File: config.mk
export PLATFORM = sky130hd
export DESIGN_NAME = ss_freelist
export DESIGN_NICKNAME = d
export VERILOG_FILES = /design/src/rtl/sys_defs.sv /design/src/rtl/ss_freelist.sv
export SDC_FILE = /design/constraint.sdc
export NUM_CORES = 1
export LEC_CHECK = 0
export CORE_MARGIN = 4
export CORE_UTILIZATION = 40
export DETAILED_ROUTE_END_ITERATION = 8
export PLACE_DENSITY = 0.63
export SLEW_MARGIN = 30
export SYNTH_ARGS = -nofsm -noshare
export SYNTH_HDL_FRONTEND = slang
export SYNTH_SLANG_ARGS = --single-unit
File: constraint.sdc
create_clock -name clock -period 2.8 [get_ports clock]
set_clock_uncertainty 0.15 [all_clocks]
set_input_delay 0.42 -clock clock [delete_from_list [all_inputs] [get_ports clock]]
set_output_delay 0.42 -clock clock [all_outputs]
set_load 0.05 [all_outputs]
File: src/rtl/sys_defs.sv
// sys_defs: shared processor sizing constants and common types.
package sys_defs;
    localparam int WIDTH    = 2;
    localparam int PRF_SIZE = 64;
    localparam int RF_SIZE  = 32;
    localparam int FL_SIZE  = PRF_SIZE - RF_SIZE;
    localparam int PR_W     = $clog2(PRF_SIZE);

    localparam logic [PR_W-1:0] ZERO_REG = '0;

    typedef struct packed {
        logic            valid;
        logic [PR_W-1:0] tag;
    } cdb_t;
endpackage

File: src/rtl/ss_freelist.sv
// ss_freelist: superscalar physical-register free list with commit-point rollback.
module ss_freelist #(
    parameter int WIDTH    = sys_defs::WIDTH,
    parameter int PRF_SIZE = sys_defs::PRF_SIZE,
    parameter int RF_SIZE  = sys_defs::RF_SIZE,
    parameter int FL_SIZE  = PRF_SIZE - RF_SIZE
) (
    input  logic                                   clock,
    input  logic                                   reset,
    input  logic [WIDTH-1:0]                       dispatch_req,
    input  logic [WIDTH-1:0]                       retire_en,
    input  logic [WIDTH-1:0][$clog2(PRF_SIZE)-1:0] retire_prev_T,
    input  logic                                   rollback_en,
    output logic [WIDTH-1:0][$clog2(PRF_SIZE)-1:0] free_register,
    output logic [WIDTH-1:0]                       free_valid,
    output logic [$clog2(FL_SIZE):0]               free_count
);
    localparam int PR_W  = $clog2(PRF_SIZE);
    localparam int PTR_W = $clog2(FL_SIZE);
    localparam int CNT_W = PTR_W + 1;
    localparam logic [CNT_W:0] FL_MAX = (CNT_W + 1)'(FL_SIZE);

    logic [PR_W-1:0]  entry_q [FL_SIZE];
    logic [PR_W-1:0]  entry_d [FL_SIZE];
    logic [PTR_W-1:0] head_q, head_d, tail_q, tail_d, commit_q, commit_d;
    logic [CNT_W-1:0] free_count_q, free_count_d;
    logic [CNT_W-1:0] pops, pushes;
    logic [CNT_W:0]   total;

    function automatic logic [CNT_W-1:0] count_below(input logic [WIDTH-1:0] v, input int n);
        count_below = '0;
        for (int i = 0; i < WIDTH; i++)
            if (i < n && v[i]) count_below = count_below + 1'b1;
    endfunction

    function automatic logic [PTR_W-1:0] wrap_add(input logic [PTR_W-1:0] p, input logic [CNT_W-1:0] off);
        logic [CNT_W:0] s;
        s = {2'b0, p} + {1'b0, off};
        return s >= FL_MAX ? PTR_W'(s - FL_MAX) : PTR_W'(s);
    endfunction

    // Grants are compacted: each requesting lane takes the next entry after earlier requesters.
    always_comb begin
        for (int w = 0; w < WIDTH; w++) begin
            free_register[w] = entry_q[wrap_add(head_q, count_below(dispatch_req, w))];
            free_valid[w]    = dispatch_req[w] ? (count_below(dispatch_req, w) + 1'b1 <= free_count_q)
                                               : (CNT_W'(w) < free_count_q);
        end
    end

    assign free_count = free_count_q;

    always_comb begin
        pops    = count_below(dispatch_req & free_valid, WIDTH);
        pushes  = count_below(retire_en, WIDTH);
        entry_d = entry_q;
        for (int w = 0; w < WIDTH; w++)
            if (retire_en[w]) entry_d[wrap_add(tail_q, count_below(retire_en, w))] = retire_prev_T[w];
        tail_d       = wrap_add(tail_q, pushes);
        commit_d     = wrap_add(commit_q, pushes);
        head_d       = rollback_en ? commit_d : wrap_add(head_q, pops);
        total        = {1'b0, free_count_q} - {1'b0, pops} + {1'b0, pushes};
        free_count_d = rollback_en ? CNT_W'(FL_SIZE) : total[CNT_W-1:0];
    end

    always_ff @(posedge clock) begin
        if (reset) begin
            for (int i = 0; i < FL_SIZE; i++) entry_q[i] <= PR_W'(RF_SIZE + i);
            head_q       <= '0;
            tail_q       <= '0;
            commit_q     <= '0;
            free_count_q <= CNT_W'(FL_SIZE);
        end else begin
            entry_q      <= entry_d;
            head_q       <= head_d;
            tail_q       <= tail_d;
            commit_q     <= commit_d;
            free_count_q <= free_count_d;
        end
    end

    // Retiring more PRs than the list can hold means the caller freed a PR twice.
    always_ff @(posedge clock)
        if (!reset) assert (total <= FL_MAX);
endmodule

**Word level (Yosys, flattened, before mapping)**

Index checks and enable logic that the tools add are counted.

- Register bits: 213
- Bits of input ports: 19
- Output and inout bits: 20
- Logic and storage cells: 108

- Add/subtract/negate cells: 17
- Order comparisons: 17
- Mux-type cells: 30
- Bitwise logic cells: 5
- Reductions and logical operators: 3

Operator list:

| cell | number |
|---|---|
| $bwmux 192 | 2 |
| $mux 192 | 2 |
| $bmux 6 s5 | 2 |
| $demux 6 s5 | 2 |
| $mux 6 | 9 |
| $mux 5 | 8 |
| $sub 5x1->5 const B | 7 |
| $ge 6x6->1 const B | 5 |
| $add 5x6->7 | 4 |
| $ge 7x6->1 const B | 4 |
| $not 5->6 | 4 |
| $ge 5x6->1 const B | 2 |
| $lt 1x6->1 const A | 2 |
| $lt 6x1->1 const B | 2 |
| $add 5x1->6 | 1 |
| $add 6x1->6 const B | 1 |
| $add 6x6->6 | 1 |
| $le 1x6->1 const A | 1 |
| $le 2x6->1 | 1 |
| $sub 6x6->6 | 1 |
| $mux 1 | 5 |
| $add 1x1->2 const B | 2 |
| $and 2x2->2 | 1 |
| $logic_and 1x1->1 | 2 |
| $reduce_or 2->1 | 1 |

**Logic depth before layout (Yosys ltp)**

- Depth after elaboration: 12
- Gate-level depth with buffers: 17

**Worst setup path after synthesis**

OpenSTA, ideal clock, no wires.

- Path type: reg-to-reg
- From: register free_count_q[3], in the netlist free_count[3]
- To: register free_count_q[5], in the netlist free_count[5]
- Arrival: 3653 ps
- Data required time: 2591 ps
- Setup slack: -1062 ps
- Cell stages (with the launch flop): 16
- Path buffers: 0
- Cells stage by stage: dfxtp_1 > inv_1 > ha_1 > nand3_1 > nand2_1 > a211o_1 > and2_1 > ha_1 > fa_1 > inv_1 > ha_1 > a21o_1 > a21oi_1 > o21bai_1 > mux2i_1 > o311a_1

- Cells in the longest elaborated chain, start to end: 8

RTL lines:

| what | RTL line | RTL |
|---|---|---|
| from (decl) | ss_freelist.sv:26 | `logic [CNT_W-1:0] free_count_q, free_count_d;` |
| from (signal assigned) | ss_freelist.sv:72 | `free_count_q <= CNT_W'(FL_SIZE);` |
| from (signal assigned) | ss_freelist.sv:78 | `free_count_q <= free_count_d;` |
| $lt 1x6->1 / $le 1x6->1 (equally long branches) | ss_freelist.sv:47, ss_freelist.sv:46 |  |
| $mux 1 (*) | ss_freelist.sv:46 | `free_valid[w] = dispatch_req[w] ? (count_below(dispatch_req, w) + 1'b1 <= free_count_q)` |
| via free_valid[0] | ss_freelist.sv:15 | `output logic [WIDTH-1:0] free_valid,` |
| $and 2x2->2 (*) | ss_freelist.sv:54 | `pops = count_below(dispatch_req & free_valid, WIDTH);` |
| $mux 1 (*) | ss_freelist.sv:33 | `if (i < n && v[i]) count_below = count_below + 1'b1;` |
| $add 1x1->2 | ss_freelist.sv:33 |  |
| $mux 6 (*) | ss_freelist.sv:33 |  |
| $sub 6x6->6 (*) | ss_freelist.sv:62 | `total = {1'b0, free_count_q} - {1'b0, pops} + {1'b0, pushes};` |
| $add 6x6->6 (*) | ss_freelist.sv:62 |  |

Mark *: on every way through the listed nets, which the timed path passes. The rest lies on a longest branch.
A chain may end at the register's enable or synchronous reset.

==> impl_metrics.yaml <==
global_route:
  grt_first_pass_wirelength_um: 78600
  antenna_found_initial: 0
  grt_max_degree: 68
  grt_pass1_vias: 13200
  overflow: 0
  grt_use_total_pct: 25.6
timing:
  maxSlewHeadroom_pct: 43.6
  period_needed_ns: 3.33
  setup_viol: 16
  timing.final.crit_share_pct: 119
  rsz0062_at_grt: "true"
  fin_tns_setup_ns: -6.38
  slew_viol_final: 0
  finalHoldViolCount: 0
  max_freq_ghz: 0.301
  tightest_slew_ns: 0.841
  worst_slack_ns: -0.527
clocking:
  cts.sinks: 213
  clk_latency_ns: 0.53
  root_buffer: "clkbuf_16"
  numCtsBuffers: 25
  h-tree-depth: 1
  clkTransAtPathRegs_ns: 0.06
  max-clock-path-buffers: 3
  hold_buffers: 0
  cts_tree: "built"
floorplan:
  coreArea_sq_mm: 0.0355
  fp.dieW_um: 197
  initial_utilization_pct: 40.4
  ioPinCount: 39
  die_h_um: 197
  rows: 69
  die_area_sq_mm: 0.0390
logic_synthesis:
  synthTopCellsByCount: "dfxtp_1 (213), mux2i_1 (176), nand2_1 (156)"
  synth_area_sq_mm: 0.0143
  yosysMostFrequentCell: "dfxtp_1"
  yosysWarnings: 0
  async_flop_share_pct: 0
  synth_xor_area_share_pct: 0.785
  yosys_register_bits: 213
  synth_compound_area_share_pct: 13.8
  ys_types: 75
  syn_nets: 1568
  synth_top_cell_area_share_pct: 29.7
  synth_simple_gate_area_share_pct: 16.2
  synthCells: 1521
  synth_mux_area_share_pct: 30.9
  synth_ff_type: "dfxtp_1"
  yosysSeqAreaShare_pct: 29.7
  synth_edf_count: 0
  synthAdderAreaFrac_pct: 2.70
  synth_top_family_by_area: "multiplexers"
  synth_area_leader_cell: "dfxtp_1"
  avgSynthCellArea_sq_um: 9.43
  synth_area_leaders: "dfxtp_1 (30%), mux2i_1 (12%), mux4_2 (11%)"
critical_path:
  critPathArrivalTime_ns: 2.76
  rr_endpoint: "free_count[4]"
  r2r_start: "free_count[3]"
  cp-end-kind: "output pin"
  path_class: "register to output pin"
  crit_fanout: 8
  cp_data_required_time_ns: 2.23
  start_kind: "register"
  r2r_setup_slack_ns: -0.26
  r2r_cells: 15
place:
  dp.cells: 2052
  io_buffers: 38
  hpwlAfterDp_um: 34400
  gp_congestion: 0.953
min_path:
  holdPathEnd: "commit_q[1]"
  min_from: "reset"
  worstHoldPathCells: 2
  hp-class: "input port to register"
run_status:
  violations: "setup timing"
  status: "complete, but fails checks"
routing:
  dr_total_vias: 13300
  drc: 0
  ant_nets: 0
  wl_per_cell_um: 24.2
  wl_um: 51200
  drtIter0Drc: 1649
  viasPerCell: 6.28
  firstDrtPassIters: 6
power_and_ir_drop:
  ir_worst_vdd_mv: 0.557
  power_density_mw_per_mm2: 633
  leakage_uw: 0.00638
final_layout:
  syn_to_final_growth_pct: 23.9
  final_nets: 1682
  instances_no_fill: 2114
  antenna_cells: 0
  layout-drive-gt1-share_pct: 31.7
run:
  cap_violations: 0
==> worst max path at each step <==
stage | endpoint | slack, ns | startpoint | cells after the start
finish | free_register[0] | -0.53 | head_q[0] | 7
global route | free_register[11] | -0.57 | head_q[0] | 9
CTS | free_register[8] | -0.56 | head_q[0] | 9
detailed placement | free_count[5] | -0.89 | dispatch_req[0] | 14
global placement | free_count[5] | -0.79 | dispatch_req[0] | 14
floorplan | free_count[5] | -0.43 | free_count[3] | 15
==> worst max-delay path, stage by stage, from the launching register on <==
cell and delay, ns:
dfxtp_4 0.39, buf_12 0.15, buf_12 0.14, mux4_4 0.63
mux4_2 0.54, nand2_2 0.13, nand3_4 0.08, buf_8 0.16
==> stage by stage <==
stage / utilization (%) / area [sq um] / worst slack [ns] / hold slack (ns) / power (uW)
3_5_place_dp: 46.5 / 16500 / -0.886 / 0.342 / 7370
3_3_place_gp: 46.5 / 16500 / -0.789 / 0.335 / 7310
2_1_floorplan: - / 14600 / -0.435 / 0.315 / 5870
6_report: 50.1 / 17800 / -0.527 / 0.117 / 11200
5_1_grt: 50.1 / 17800 / -0.568 / 0.129 / 11600
4_1_cts: 49.6 / 17600 / -0.558 / 0.113 / 11100
==> state kept, by name (all words and copies together) (netlist names) <==
signal	count
free_count	6
tail_q	5
entry_q	192
head_q	5
commit_q	5
==> area by class of cell <==
| type | count | area, sq um |
|---|---|---|
| clock inverter | 7 | 88.8 |
| tap | 461 | 577 |
| sequential | 213 | 4280 |
| multi-input combinational | 1132 | 9570 |
| fill | 3158 | 17700 |
| clock buffer | 38 | 786 |
| timing repair buffer | 239 | 2370 |
| inverter | 24 | 95.1 |
==> layer usage <==
layer	wire length, um	track usage [%]	up-vias
li1	-	-	5954
met1	21300	35.4	6441
met2	22800	40.3	735
met3	4670	4.04	154
met4	2410	10.3	0
met5	0	0	-
==> kinds of logic (layout without fill, tap and decap cells) <==
kind of cell | count (synthesis) | in the layout
adder cells (fa/ha/maj) | 28 | 28
AND/OR/NAND/NOR | 470 | 470
buffers and inverters | 176 | 308
flip-flops | 213 | 213
AO/OA/AOI/OAI | 290 | 290
XOR/XNOR | 12 | 12
multiplexers | 332 | 332
==> report_power, final <==
part           switching (uW)  internal [uW]  leakage [uW]  total, uW
Sequential                133           3160       0.00173       3290
Combinational            2390           2080       0.00422       4470
Clock                    1370           2110      0.000437       3480
==> placed cells by master (no fill, tap or decap), types with 12 or more instances in the layout <==
| cell | netlist | layout |
|---|---|---|
| a31oi_1 | 36 | 36 |
| clkbuf_16 | 0 | 27 |
| nand2_1 | 156 | 147 |
| clkdlybuf4s50_1 | 0 | 22 |
| o21ai_1 | 15 | 16 |
| nor3_1 | 108 | 108 |
| inv_1 | 23 | 16 |
| dfxtp_1 | 213 | 206 |
| nand3_1 | 70 | 63 |
| a211oi_1 | 32 | 32 |
| nor2_1 | 67 | 66 |
| mux2_2 | 78 | 78 |
| mux4_2 | 69 | 75 |
| buf_12 | 1 | 30 |
| o21ai_0 | 42 | 40 |
| mux2i_1 | 176 | 175 |
| buf_4 | 13 | 170 |
| a21oi_1 | 59 | 56 |
| a22oi_1 | 12 | 12 |
| ha_1 | 23 | 14 |
| a311oi_1 | 47 | 47 |
==> repair_timing <==
item	4_1_cts	5_1_grt
pin swaps	15	16
cloned	2	1
resized for setup	41	23
buffers inserted	11	4
setup endpoints to repair	18	19
Note: power is estimated with default switching activity, not from simulation.
